===== src/rtl/grid_clb_param.sv =====
// Parametrised CLB tile: N BLEs, each a K-input LUT with bypassable FF, fed by a per-input crossbar over clb_I and registered BLE outputs.
// Latency: 0 cycles combinational mode, 1 cycle registered mode; config is a serial shift chain, ccff_tail registered. No backpressure: outputs gated to 0 until a correct-length load.
// Optional GRID_CLB_CE_EN adds a ce input that gates BLE flip-flop updates.
module grid_clb_param #(
    parameter int K = 4,
    parameter int N = 2,
    parameter int I = 6
) (
    input  logic         clk,
    input  logic         reset,
    input  logic         cfg_en,
    input  logic         ccff_head,
    input  logic [I-1:0] clb_I,
`ifdef GRID_CLB_CE_EN
    input  logic         ce,
`endif
    output logic [N-1:0] clb_O,
    output logic         ccff_tail,
    output logic         cfg_done,
    output logic         cfg_err
);
    localparam int S        = $clog2(I + N);
    localparam int T        = 1 << K;
    localparam int BB       = T + 1 + K * S;
    localparam int CFG_BITS = N * BB;
    localparam int CW       = $clog2(CFG_BITS + 2);
    localparam logic [CW-1:0] CNT_FULL = CW'(CFG_BITS);
    localparam logic [CW-1:0] CNT_MAX  = CW'(CFG_BITS + 1);

    typedef enum logic [1:0] {
        ST_UNCONFIG,
        ST_LOADING,
        ST_ACTIVE,
        ST_ERROR
    } state_t;

    state_t                state;
    logic [CFG_BITS-1:0]   chain;
    logic [CW-1:0]         cnt;
    logic [N-1:0]          ff;
    logic [N-1:0]          lut_o;
    logic [I+N-1:0]        src;
    logic [S-1:0]          sel;
    logic [K-1:0]          idx;
    logic [T-1:0]          tbl;
    logic                  ff_upd;

`ifdef GRID_CLB_CE_EN
    assign ff_upd = ce;
`else
    assign ff_upd = 1'b1;
`endif

    // Feedback taps the registered FFs only, so the crossbar can never form a loop.
    always_comb begin
        src   = {ff, clb_I};
        sel   = '0;
        idx   = '0;
        tbl   = '0;
        lut_o = '0;
        for (int n = 0; n < N; n++) begin
            for (int k = 0; k < K; k++) begin
                sel    = chain[n*BB + T + 1 + k*S +: S];
                idx[k] = (int'(sel) < I + N) ? src[sel] : 1'b0;
            end
            tbl      = chain[n*BB +: T];
            lut_o[n] = tbl[idx];
        end
    end

    always_comb begin
        clb_O = '0;
        for (int n = 0; n < N; n++) begin
            if (state == ST_ACTIVE)
                clb_O[n] = chain[n*BB + T] ? ff[n] : lut_o[n];
        end
    end

    always_ff @(posedge clk) begin
        if (reset) begin
            chain     <= '0;
            ccff_tail <= 1'b0;
            ff        <= '0;
            cnt       <= '0;
            state     <= ST_UNCONFIG;
            cfg_done  <= 1'b0;
            cfg_err   <= 1'b0;
        end else begin
            if (cfg_en) begin
                chain     <= {chain[CFG_BITS-2:0], ccff_head};
                ccff_tail <= chain[CFG_BITS-1];
            end
            case (state)
                ST_LOADING: begin
                    if (cfg_en) begin
                        if (cnt != CNT_MAX)
                            cnt <= cnt + 1'b1;
                    end else if (cnt == CNT_FULL) begin
                        state    <= ST_ACTIVE;
                        cfg_done <= 1'b1;
                        cfg_err  <= 1'b0;
                    end else begin
                        state    <= ST_ERROR;
                        cfg_done <= 1'b0;
                        cfg_err  <= 1'b1;
                    end
                end
                default: begin
                    // Any new load restarts the count and drops the tile out of service.
                    if (cfg_en) begin
                        state    <= ST_LOADING;
                        cnt      <= CW'(1);
                        cfg_done <= 1'b0;
                        cfg_err  <= 1'b0;
                        ff       <= '0;
                    end else if (state == ST_ACTIVE && ff_upd) begin
                        ff <= lut_o;
                    end
                end
            endcase
        end
    end
endmodule

===== config.mk =====
export PLATFORM = sky130hd
export DESIGN_NAME = grid_clb_param
export DESIGN_NICKNAME = d
export VERILOG_FILES = /design/src/rtl/grid_clb_param.sv
export SDC_FILE = /design/constraint.sdc
export NUM_CORES = 1
export LEC_CHECK = 0
export BUFFER_PORTS_ARGS = -buffer_cell sky130_fd_sc_hd__buf_2
export CORE_ASPECT_RATIO = 1.75
export CORE_MARGIN = 2
export CORE_UTILIZATION = 60
export DETAILED_ROUTE_END_ITERATION = 16
export HOLD_SLACK_MARGIN = 0.1
export PLACE_DENSITY = 0.82
export SLEW_MARGIN = 20
export SYNTH_ARGS = -nofsm -noshare
export SYNTH_HDL_FRONTEND = slang
export SYNTH_SLANG_ARGS = --single-unit
export TNS_END_PERCENT = 10

===== constraint.sdc =====
create_clock -name clk -period 2.3 [get_ports clk]
set_input_delay 0.23 -clock clk [delete_from_list [all_inputs] [get_ports clk]]
set_output_delay 0.23 -clock clk [all_outputs]
set_load 0.005 [all_outputs]

==> impl_metrics.xml <==
<?xml version="1.0" encoding="UTF-8"?>
<metrics>
  <group name="clocking">
    <metric name="cts_tree" unit="">yes</metric>
    <metric name="clock_tree.htree_level_count" unit="">3</metric>
    <metric name="cts_buffers" unit="">9</metric>
    <metric name="ctsLongestPathBuffers" unit="">2</metric>
    <metric name="cts.sinks" unit="">71</metric>
    <metric name="hold_buffers" unit="">0</metric>
    <metric name="clock_insertion_delay_worst_skew" unit="ps">360</metric>
    <metric name="clkTransAtPathRegs" unit="ps">70</metric>
    <metric name="clock_tree.root_cell" unit="">sky130_fd_sc_hd__clkbuf_8</metric>
  </group>
  <group name="yosys">
    <metric name="netlist_area" unit="mm²">0.00348</metric>
    <metric name="yosysUniqueCellTypes" unit="">33</metric>
    <metric name="seq_area_frac_synth" unit="%">40.8</metric>
    <metric name="synth.ff_latch_count" unit="">71</metric>
    <metric name="syn-mean-instance-area" unit="µm²">10.2</metric>
    <metric name="syn-num-nets" unit="">355</metric>
    <metric name="ys_warn_count" unit="">0</metric>
    <metric name="synth_top_cells_by_area" unit="">sky130_fd_sc_hd__dfxtp_1 41%, sky130_fd_sc_hd__mux2i_1 26%, sky130_fd_sc_hd__nor2_1 8.9%, sky130_fd_sc_hd__mux4_2 8.4%, sky130_fd_sc_hd__a22o_1 1.5%</metric>
    <metric name="netlist.top_cell.by_area" unit="">sky130_fd_sc_hd__dfxtp_1</metric>
    <metric name="postSynthCellCount" unit="">343</metric>
    <metric name="synth.top_cell.area_share" unit="%">40.8</metric>
  </group>
  <group name="finish">
    <metric name="n_fill_cell" unit="">451</metric>
    <metric name="instances_no_fill" unit="">436</metric>
    <metric name="drive_gt1_share" unit="%">22.5</metric>
    <metric name="final_nets" unit="">367</metric>
    <metric name="leading_cell_types_in_the_layout_fill_and_taps_excluded" unit="">87 x sky130_fd_sc_hd__mux2i_1, 73 x sky130_fd_sc_hd__nor2_1, 63 x sky130_fd_sc_hd__dfxtp_1, 14 x sky130_fd_sc_hd__mux4_2, 13 x sky130_fd_sc_hd__buf_2</metric>
    <metric name="antenna_diodes" unit="">0</metric>
    <metric name="layout_commonest_cell" unit="">sky130_fd_sc_hd__mux2i_1</metric>
    <metric name="layout-area-overhead-vs-synth" unit="%">10.8</metric>
  </group>
  <group name="sta">
    <metric name="setup_ws" unit="ps">-245</metric>
    <metric name="clock_skew" unit="ps">8.44</metric>
    <metric name="fin_crit_sh" unit="%">111</metric>
    <metric name="maxSlewHeadroom" unit="%">54.7</metric>
    <metric name="final-hold-violation-count" unit="">0</metric>
    <metric name="timing_max_transition_violations_final" unit="">0</metric>
    <metric name="hold_slack" unit="ps">118</metric>
    <metric name="fmaxAchievable" unit="MHz">393</metric>
    <metric name="setup-violations-final" unit="">2</metric>
    <metric name="grt_setup_unrepaired" unit="">yes</metric>
    <metric name="finalWorstPathRequiredPeriod" unit="ps">2550</metric>
    <metric name="worst_pin_slew" unit="ps">679</metric>
  </group>
  <group name="pwr">
    <metric name="power_per_cell_area" unit="mW/mm²">608</metric>
    <metric name="vdd_drop_max" unit="V">0.000416</metric>
    <metric name="fin_total_pwr" unit="W">0.00235</metric>
    <metric name="leakage" unit="nW">1.60</metric>
  </group>
  <group name="worst_setup_path">
    <metric name="timing.critical_path.mode_cell" unit="">sky130_fd_sc_hd__mux2i_1</metric>
    <metric name="cp.required" unit="ps">2070</metric>
    <metric name="critical-path-max-stage-delay" unit="ps">620</metric>
    <metric name="critical_path.endpoint_type" unit="">output pin</metric>
    <metric name="critical_path.cell_chain" unit="">mux2i_1 -&gt; mux4_2 -&gt; mux2i_1 -&gt; a22o_2 -&gt; nor2_2 -&gt; o22ai_2 -&gt; nor2_1 -&gt; buf_2</metric>
    <metric name="critPathMaxFanout" unit="">8</metric>
    <metric name="critPathKind" unit="">flop to output pin</metric>
    <metric name="critPathArrivalTime" unit="ps">2320</metric>
    <metric name="timing.critical_path.from_type" unit="">flop</metric>
    <metric name="critical_path.slowest_cell" unit="">sky130_fd_sc_hd__mux4_2</metric>
  </group>
  <group name="floorplanning">
    <metric name="fp-row-count" unit="">36</metric>
    <metric name="fp.dieH" unit="µm">105</metric>
    <metric name="initial_core_util" unit="%">62.4</metric>
    <metric name="chipWidth" unit="µm">61.6</metric>
    <metric name="die_area" unit="mm²">0.00646</metric>
    <metric name="num_io_pins" unit="">15</metric>
    <metric name="core_region_area" unit="mm²">0.00559</metric>
  </group>
  <group name="grt">
    <metric name="antenna_found_initial" unit="">0</metric>
    <metric name="grt_util_all_layers" unit="%">23.6</metric>
    <metric name="pin_count_of_the_biggest_net_entering_global_routing" unit="">39</metric>
    <metric name="globalRoute.totalOverflow" unit="">0</metric>
    <metric name="grt_pass1_wl" unit="µm">11300</metric>
    <metric name="first_global_vias" unit="">2491</metric>
  </group>
  <group name="routing">
    <metric name="detail_route.drc_violations" unit="">0</metric>
    <metric name="drt_first_pass_iters" unit="">4</metric>
    <metric name="first_iter_violations" unit="">104</metric>
    <metric name="wl_met1" unit="µm">2610</metric>
    <metric name="met2_layer_wire_length_in_the_routed_design" unit="µm">3760</metric>
    <metric name="drt-total-wl" unit="µm">6780</metric>
    <metric name="top_signal_layer_used" unit="">met4</metric>
    <metric name="viasPerCell" unit="">5.65</metric>
    <metric name="wl_per_cell" unit="µm">15.5</metric>
    <metric name="vias" unit="">2464</metric>
    <metric name="routed-wl-met3" unit="µm">221</metric>
    <metric name="detail-route-antenna-nets" unit="">0</metric>
  </group>
  <group name="run_status">
    <metric name="failed_checks" unit="">negative setup slack</metric>
    <metric name="run_status" unit="">complete, but fails checks</metric>
  </group>
  <group name="placement">
    <metric name="pre_cts_slack" unit="ps">-23.1</metric>
    <metric name="place.gp.congestion" unit="">0.822</metric>
    <metric name="dp_cells" unit="">417</metric>
    <metric name="port_buffers" unit="">14</metric>
    <metric name="place_hpwl" unit="µm">4570</metric>
  </group>
  <group name="worst_hold_path">
    <metric name="type_of_the_worst_min_delay_path" unit="">input pin to flop</metric>
  </group>
  <group name="job">
    <metric name="cap_viol_max_count" unit="">0</metric>
  </group>
</metrics>
[flip-flops by register name (all words and copies together) (netlist names)]
signal	cells
ccff_tail	1
cfg_done	1
ff	2
state	2
cfg_err	1
cnt	6
chain	58
[path summary, 6_finish.rpt]
kind	cells past startpoint	from	slack (ps)	endpoint
worst min-delay path	3	ccff_head	120	chain[0]$_SDFFE_PP0P_
worst min register to register	2	cnt[5]$_SDFFE_PP0P_	490	cnt[5]$_SDFFE_PP0P_
worst max-delay path	8	chain[46]$_SDFFE_PP0P_	-250	clb_O[1]
worst max register to register	8	chain[49]$_SDFFE_PP0P_	190	ff[1]$_SDFFE_PP0P_
[synth_stat cells]
cell,instances
sky130_fd_sc_hd__a21oi_1,5
sky130_fd_sc_hd__mux2i_1,91
sky130_fd_sc_hd__a21o_1,1
sky130_fd_sc_hd__nand3_1,2
sky130_fd_sc_hd__nor2b_1,2
sky130_fd_sc_hd__nor3_1,2
sky130_fd_sc_hd__buf_2,2
sky130_fd_sc_hd__nor3b_1,1
sky130_fd_sc_hd__or2_2,2
sky130_fd_sc_hd__ha_1,2
sky130_fd_sc_hd__nand2_1,10
sky130_fd_sc_hd__o21ai_0,5
sky130_fd_sc_hd__o22ai_1,2
sky130_fd_sc_hd__nand4_1,2
sky130_fd_sc_hd__buf_6,4
sky130_fd_sc_hd__clkbuf_1,9
sky130_fd_sc_hd__a211oi_1,1
sky130_fd_sc_hd__a22o_2,2
sky130_fd_sc_hd__xor2_1,2
sky130_fd_sc_hd__mux2_2,4
sky130_fd_sc_hd__buf_1,5
sky130_fd_sc_hd__mux4_2,13
sky130_fd_sc_hd__inv_1,4
sky130_fd_sc_hd__o211a_1,1
sky130_fd_sc_hd__o21ai_1,2
sky130_fd_sc_hd__a31oi_1,2
sky130_fd_sc_hd__mux4_1,1
sky130_fd_sc_hd__nor2_1,83
sky130_fd_sc_hd__o21a_1,1
sky130_fd_sc_hd__nand2b_1,1
sky130_fd_sc_hd__dfxtp_1,71
sky130_fd_sc_hd__or3_1,2
sky130_fd_sc_hd__a22o_1,6
[metrics by stage]
stage	util (%)	TNS [ps]	cell area (µm²)
3_3_place_gp	64.4	0	3600
3_5_place_dp	64.4	-23.1	3600
5_1_grt	69.2	-710	3860
6_report	69.2	-470	3860
4_1_cts	68.7	-461	3830
2_1_floorplan	-	0	3480
[worst max-delay path: cells and delay by family (launching register included)]
family	cells	cell delay, ps
buffers and inverters	1	120
AOI/OAI and AO/OA	2	350
and+or+nand+nor	2	220
DFF	1	380
muxes	3	900
[per-layer routing]
layer / up-vias / track usage, %
met4: 0 / 12.0
li1: 1234 / -
met2: 40 / 38.0
met1: 1176 / 27.4
met5: - / 0
met3: 14 / 6.19
[where the power goes]
part	switching (W)	total, W	internal (W)
logic	0.000122	0.000220	0.0000981
registers	0.00000713	0.00124	0.00123
clock network	0.000447	0.000889	0.000443
[layout make-up]
class	instances	area (µm²)	share of cell area, %
multi-input cells	248	1980	51.3
repair buffers	21	150	3.89
inverters	4	15.0	0.389
well taps	76	95.1	2.46
clock inverters	4	20.0	0.518
clock buffers	12	155	4.02
flip-flops and latches	71	1440	37.4
[cells by family after synthesis]
kind of cell | synth area share (%)
AOI/OAI and AO/OA | 5.46
xor gates and xnor gates | 0.503
adders and majority gates | 0.718
buffers and inverters | 3.52
DFF | 40.8
muxes | 36.6
and+or+nand+nor | 12.4
[timing repair]
action,CTS,global route
hold endpoints to repair,0,0
gates resized for setup,21,8
pin swaps,8,2
buffers inserted,2,1
gates cloned,0,0
endpoints found under the setup margin,2,2
Power figures use the tool's default switching activity.
